`src/rtl/file_loader.sv`:
```
// file_loader: moves DATA_W-bit captured words into byte-wide RAM as
// consecutive bytes starting at a programmable base address.
// Optional build macro FILE_LOADER_CHECKSUM_EN adds a checksum[7:0] output
// holding the modulo-256 sum of all bytes taken by the RAM since the last
// accepted start.
//
// state     | meaning
// ----------+------------------------------------------------------------
// IDLE      | waiting for start; transfer parameters latched on start
// WAIT_WORD | in_ready high, waiting for the next captured word
// EMIT      | presenting one byte per cycle to RAM, holding on ram_wait
// DONE      | one-cycle completion pulse, then back to IDLE
module file_loader #(
  parameter int DATA_W = 16,
  parameter int ADDR_W = 16,
  parameter int LEN_W  = 16
) (
  input  logic              clk,
  input  logic              RST,
  input  logic              start,
  input  logic [ADDR_W-1:0] ram_base,
  input  logic [LEN_W-1:0]  word_count,
  input  logic              big_endian,
  input  logic [DATA_W-1:0] in_data,
  input  logic              in_valid,
  output logic              in_ready,
  output logic              ram_write,
  output logic [ADDR_W-1:0] ram_addr,
  output logic [7:0]        ram_data,
  input  logic              ram_wait,
  output logic              busy,
  output logic              done
`ifdef FILE_LOADER_CHECKSUM_EN
  ,
  output logic [7:0]        checksum
`endif
);

  localparam int BYTES = DATA_W / 8;
  localparam int IDX_W = (BYTES > 1) ? $clog2(BYTES) : 1;
  localparam logic [IDX_W-1:0] LAST_IDX = IDX_W'(BYTES - 1);

  localparam logic [1:0] IDLE      = 2'd0;
  localparam logic [1:0] WAIT_WORD = 2'd1;
  localparam logic [1:0] EMIT      = 2'd2;
  localparam logic [1:0] DONE      = 2'd3;

  logic [1:0]        state;
  logic [ADDR_W-1:0] addrReg;
  logic [LEN_W-1:0]  wordsLeft;
  logic              modeBe;
  logic [DATA_W-1:0] wordReg;
  logic [IDX_W-1:0]  byteIdx;
  logic [IDX_W-1:0]  byteSel;
  logic [DATA_W-1:0] wordShifted;
  logic [7:0]        curByte;
  logic              startAccept;
  logic              byteAccept;

  // Pick the byte lane for the current position according to the latched byte order
  always_comb begin
    byteSel     = modeBe ? (LAST_IDX - byteIdx) : byteIdx;
    wordShifted = wordReg >> {byteSel, 3'b000};
    curByte     = wordShifted[7:0];
  end

  assign startAccept = (state == IDLE) && start;
  assign byteAccept  = (state == EMIT) && !ram_wait;

  // Outputs decode from registered state only; nothing here depends on an input
  assign in_ready  = (state == WAIT_WORD);
  assign ram_write = (state == EMIT);
  assign ram_addr  = addrReg;
  assign ram_data  = curByte;
  assign busy      = (state != IDLE);
  assign done      = (state == DONE);

  // Sequencer: latch parameters on start, capture words, walk bytes out to RAM
  always_ff @(posedge clk or posedge RST) begin
    if (RST) begin
      state     <= IDLE;
      addrReg   <= '0;
      wordsLeft <= '0;
      modeBe    <= 1'b0;
      wordReg   <= '0;
      byteIdx   <= '0;
    end else begin
      case (state)
        IDLE: begin
          if (start) begin
            addrReg   <= ram_base;
            wordsLeft <= word_count;
            modeBe    <= big_endian;
            state     <= (word_count == '0) ? DONE : WAIT_WORD;
          end
        end
        WAIT_WORD: begin
          if (in_valid) begin
            wordReg <= in_data;
            byteIdx <= '0;
            state   <= EMIT;
          end
        end
        EMIT: begin
          if (!ram_wait) begin
            addrReg <= addrReg + ADDR_W'(1);
            if (byteIdx == LAST_IDX) begin
              byteIdx   <= '0;
              // Saturating decrement; a zero count never reaches EMIT but stays safe
              wordsLeft <= (wordsLeft != '0) ? (wordsLeft - LEN_W'(1)) : '0;
              state     <= (wordsLeft <= LEN_W'(1)) ? DONE : WAIT_WORD;
            end else begin
              byteIdx <= byteIdx + IDX_W'(1);
            end
          end
        end
        DONE: begin
          state <= IDLE;
        end
        default: begin
          state <= IDLE;
        end
      endcase
    end
  end

`ifdef FILE_LOADER_CHECKSUM_EN
  logic [7:0] sumReg;

  // Running byte sum of accepted RAM writes, restarted on every accepted start
  always_ff @(posedge clk or posedge RST) begin
    if (RST) begin
      sumReg <= '0;
    end else if (startAccept) begin
      sumReg <= '0;
    end else if (byteAccept) begin
      sumReg <= sumReg + curByte;
    end
  end

  assign checksum = sumReg;
`endif

endmodule

```
`config.mk`:
```
export PLATFORM = sky130hd
export DESIGN_NAME = file_loader
export DESIGN_NICKNAME = d
export VERILOG_FILES = /design/src/rtl/file_loader.sv
export SDC_FILE = /design/constraint.sdc
export NUM_CORES = 1
export LEC_CHECK = 0
export ABC_AREA = 1
export BUFFER_PORTS_ARGS = -buffer_cell sky130_fd_sc_hd__buf_2
export CORE_MARGIN = 1
export CORE_UTILIZATION = 54
export CTS_BUF_LIST = sky130_fd_sc_hd__clkbuf_4 sky130_fd_sc_hd__clkbuf_8 sky130_fd_sc_hd__clkbuf_16
export DETAILED_ROUTE_END_ITERATION = 16
export PLACE_DENSITY = 0.85
export SYNTH_ARGS = -nofsm -noshare
export SYNTH_HDL_FRONTEND = slang
export SYNTH_SLANG_ARGS = --single-unit
```
`constraint.sdc`:
```
create_clock -name clk -period 2.35 [get_ports clk]
set_clock_uncertainty 0.15 [all_clocks]
set_input_delay 0.1175 -clock clk [delete_from_list [all_inputs] [get_ports clk]]
set_output_delay 0.1175 -clock clk [all_outputs]
set_load 0.01 [all_outputs]
```
==> flow_metrics.env <==
export IMPL_cts_buffer_depth=2
export IMPL_final_common_cell="nand2_1"
export IMPL_worst_pin_slew_ns=0.670
export IMPL_cts_resized=0
export IMPL_rows=27
export IMPL_cp_arrival_ns=2.05
export IMPL_dr_pass1_iters=5
export IMPL_area_delta_synth_final_pct=28.1
export IMPL_worst_r2r_setup_slack_ns=0.36
export IMPL_synth_edf_count=0
export IMPL_cp_max_fo=17
export IMPL_drtIter0Drc=312
export IMPL_slew_viol_final=0
export IMPL_final_cell_mix="96 x nand2_1, 88 x nor2_1, 81 x buf_2"
export IMPL_drive_gt1_share_pct=20.9
export IMPL_instances_no_fill=655
export IMPL_placed_cell_area_um2=3690
export IMPL_timing_final_crit_share_pct=84.8
export IMPL_critical_path_top_delay_family="simple AND/OR/NAND/NOR gates"
export IMPL_ys_seq_elements=52
export IMPL_antenna_found_initial=0
export IMPL_fill_cells=427
export IMPL_path_buf_inv=3
export IMPL_ant_nets=0
export IMPL_finalWorstSetupSlack_ns=0.357
export IMPL_nets=639
export IMPL_r2r_start="state[0]$_DFFE_PP0P_"
export IMPL_design_area_um2=4170
export IMPL_insertedDiodeCount=0
export IMPL_slew_headroom_pct=55.3
export IMPL_hp_class="input pin to register"
export IMPL_clock_sinks=52
export IMPL_setup_viol=0
export IMPL_core_area_um2=5640
export IMPL_holdCritStartpoint="word_count[11]"
export IMPL_initial_core_util_pct=57.6
export IMPL_ir_drop_mv=0.709
export IMPL_grt_pass1_wl_um=14500
export IMPL_synth_avg_cell_area_um2=7.01
export IMPL_grt_usage_pct=29.2
export IMPL_outcome="completed"
export IMPL_numCtsBuffers=5
export IMPL_netlist_area_um2=3250
export IMPL_grt_overflow=0
export IMPL_die_w_um=79.6
export IMPL_htree_levels=2
export IMPL_ys_dominant_reg_cell="dfrtp_1"
export IMPL_fp_dieH_um=79.6
export IMPL_io_buffers=81
export IMPL_synth_area_top_cells="dfrtp_1 40%, nand2_1 11%, nor2_1 10%, a21oi_1 7.4%, inv_1 5.9%"
export IMPL_drv_cap=0
export IMPL_cts_tree="done"
export IMPL_num_vias=3530
export IMPL_crit_chain="inv_1, nand2_2, a21oi_2, nor2_2, nand2_2, inv_4, or2_0, nand2_1, inv_1"
export IMPL_place_inst=609
export IMPL_p_total_mw=5.04
export IMPL_power_density_nw_per_um2=1210
export IMPL_cp_start_kind="register"
export IMPL_cp_end_kind="register"
export IMPL_ios=82
export IMPL_grt_start_max_net_pins=53
export IMPL_drcViolationCount=0
export IMPL_worstRegToRegCells=9
export IMPL_hold_violations=0
export IMPL_max_freq_mhz=502
export IMPL_routedWlPerCell_um=13.2
export IMPL_cp_required_ns=2.41
export IMPL_final_setup_tns_ns=0
export IMPL_crit_type="register to register"
export IMPL_synth_top_cell_area_share_pct=40.0
export IMPL_syn_inst=464
export IMPL_critPathMaxStageDelay_ns=0.40
export IMPL_drt_total_wl_um=8640
export IMPL_whs_endpoint="wordsLeft[11]$_DFFE_PP0P_"
export IMPL_gp_congestion=0.936
export IMPL_rr_endpoint="wordsLeft[8]$_DFFE_PP0P_"
export IMPL_path_clk_slew_ns=0.09
export IMPL_place_ws_ns=0.404
export IMPL_vias_per_cell=5.39
export IMPL_yosysTopAreaCell="dfrtp_1"
export IMPL_min_path_cells=3
export IMPL_synth_warning_count=0
export IMPL_grt_pass1_vias=3318
export IMPL_yosys_cell_types_count=32
export IMPL_slowest_stage="dfrtp_1"
export IMPL_syn_nets=521
export IMPL_fin_crit_ns=1.99
export IMPL_async_reset_ff_share_pct=100
export IMPL_root_buffer="clkbuf_8"
export IMPL_insertion_delay_ns=0.31
export IMPL_die_area_um2=6330
export IMPL_dp_hpwl_um=5850
export IMPL_power_leakage_nw=2.04
export IMPL_ys_seq_area_share_pct=40.0
export IMPL_rsz0062_at_grt="false"
[stage by stage]
stage               hold WS, ns  util, %
finish                  0.00711     73.8
detailed placement        0.191     65.4
global route            0.00700     73.8
CTS                     0.00291     73.8
global placement          0.183     65.4
floorplan                0.0755        -
[worst max-delay path by stage]
| stage | startpoint | end | slack [ns] | cells after the start |
|---|---|---|---|---|
| 6_report | state[0]$_DFFE_PP0P_ | wordsLeft[8]$_DFFE_PP0P_ | 0.36 | 9 |
| 5_1_grt | state[0]$_DFFE_PP0P_ | ram_addr[10]$_DFFE_PP0P_ | 0.20 | 9 |
| 4_1_cts | state[0]$_DFFE_PP0P_ | wordsLeft[8]$_DFFE_PP0P_ | 0.38 | 9 |
| 3_5_place_dp | state[0]$_DFFE_PP0P_ | wordsLeft[8]$_DFFE_PP0P_ | 0.40 | 9 |
| 3_3_place_gp | state[0]$_DFFE_PP0P_ | wordsLeft[8]$_DFFE_PP0P_ | 0.50 | 9 |
| 2_1_floorplan | wordsLeft[0]$_DFFE_PP0P_ | wordsLeft[0]$_DFFE_PP0P_ | 0.69 | 8 |
[report_power, final]
group	total (mW)	leakage, nW	internal (mW)	switching [mW]
Sequential	1.78	0.595	1.34	0.437
Clock	0.537	0.0510	0.236	0.301
Combinational	2.72	1.40	1.04	1.68
Total	5.04	2.04	2.62	2.42
[cell usage after synthesis, types with 3 or more instances]
cell	count
nand4_1	6
a21oi_2	3
mux2_2	9
a21oi_1	48
nand2_1	96
clkbuf_1	3
dfrtp_1	52
buf_6	4
o21ai_0	29
nand2_2	3
nand3_1	32
buf_2	4
nor3_1	5
xor2_1	3
nor2_1	88
inv_1	51
ha_1	3
or2_2	7
[registers in the layout (all words and copies together), names as in the netlist]
signal / cells
ram_addr: 16
wordReg: 16
wordsLeft: 16
state: 2
byteIdx: 1
modeBe: 1
[final cells by class]
cell class	instances	area, um^2	share of cell area (%)
well taps	72	90.1	2.16
repair buffers	124	823	19.8
clock buffers	6	82.6	1.98
flip-flops and latches	52	1300	31.2
inverters	54	205	4.93
multi-input cells	345	1650	39.7
clock inverters	2	10.0	0.240
[kinds of logic (layout without fill, tap and decap cells)]
group / after synthesis / count (layout) / synth area share [%]
and+or+nand+nor: 243 / 243 / 31.4
AOI/OAI and AO/OA: 85 / 85 / 13.8
buffers and inverters: 67 / 186 / 9.12
DFF: 52 / 52 / 40.0
muxes: 9 / 9 / 3.12
xor gates and xnor gates: 5 / 5 / 1.35
adders and majority gates: 3 / 3 / 1.15
[worst register-to-register path, delay by kind of cell, from the launching register on]
| kind | cells | cell delay [ns] |
|---|---|---|
| AO/OA/AOI/OAI | 1 | 0.19 |
| flip-flops | 1 | 0.40 |
| buffers and inverters | 3 | 0.34 |
| AND/OR/NAND/NOR | 5 | 0.83 |
[repair_timing]
action / 4_1_cts / 5_1_grt
endpoints found under the hold margin: 89 / 0
hold buffers: 38 / 0
setup buffers: 0 / 0
[per-layer routing]
layer	up-vias	part of all wire (%)	GRT usage (%)
li1	1725	-	-
met1	1620	44	37.5
met2	170	47	49.0
met3	15	7.8	5.49
met4	0	1.4	10.0
met5	-	0	0
(Power assumes the default switching activity.)
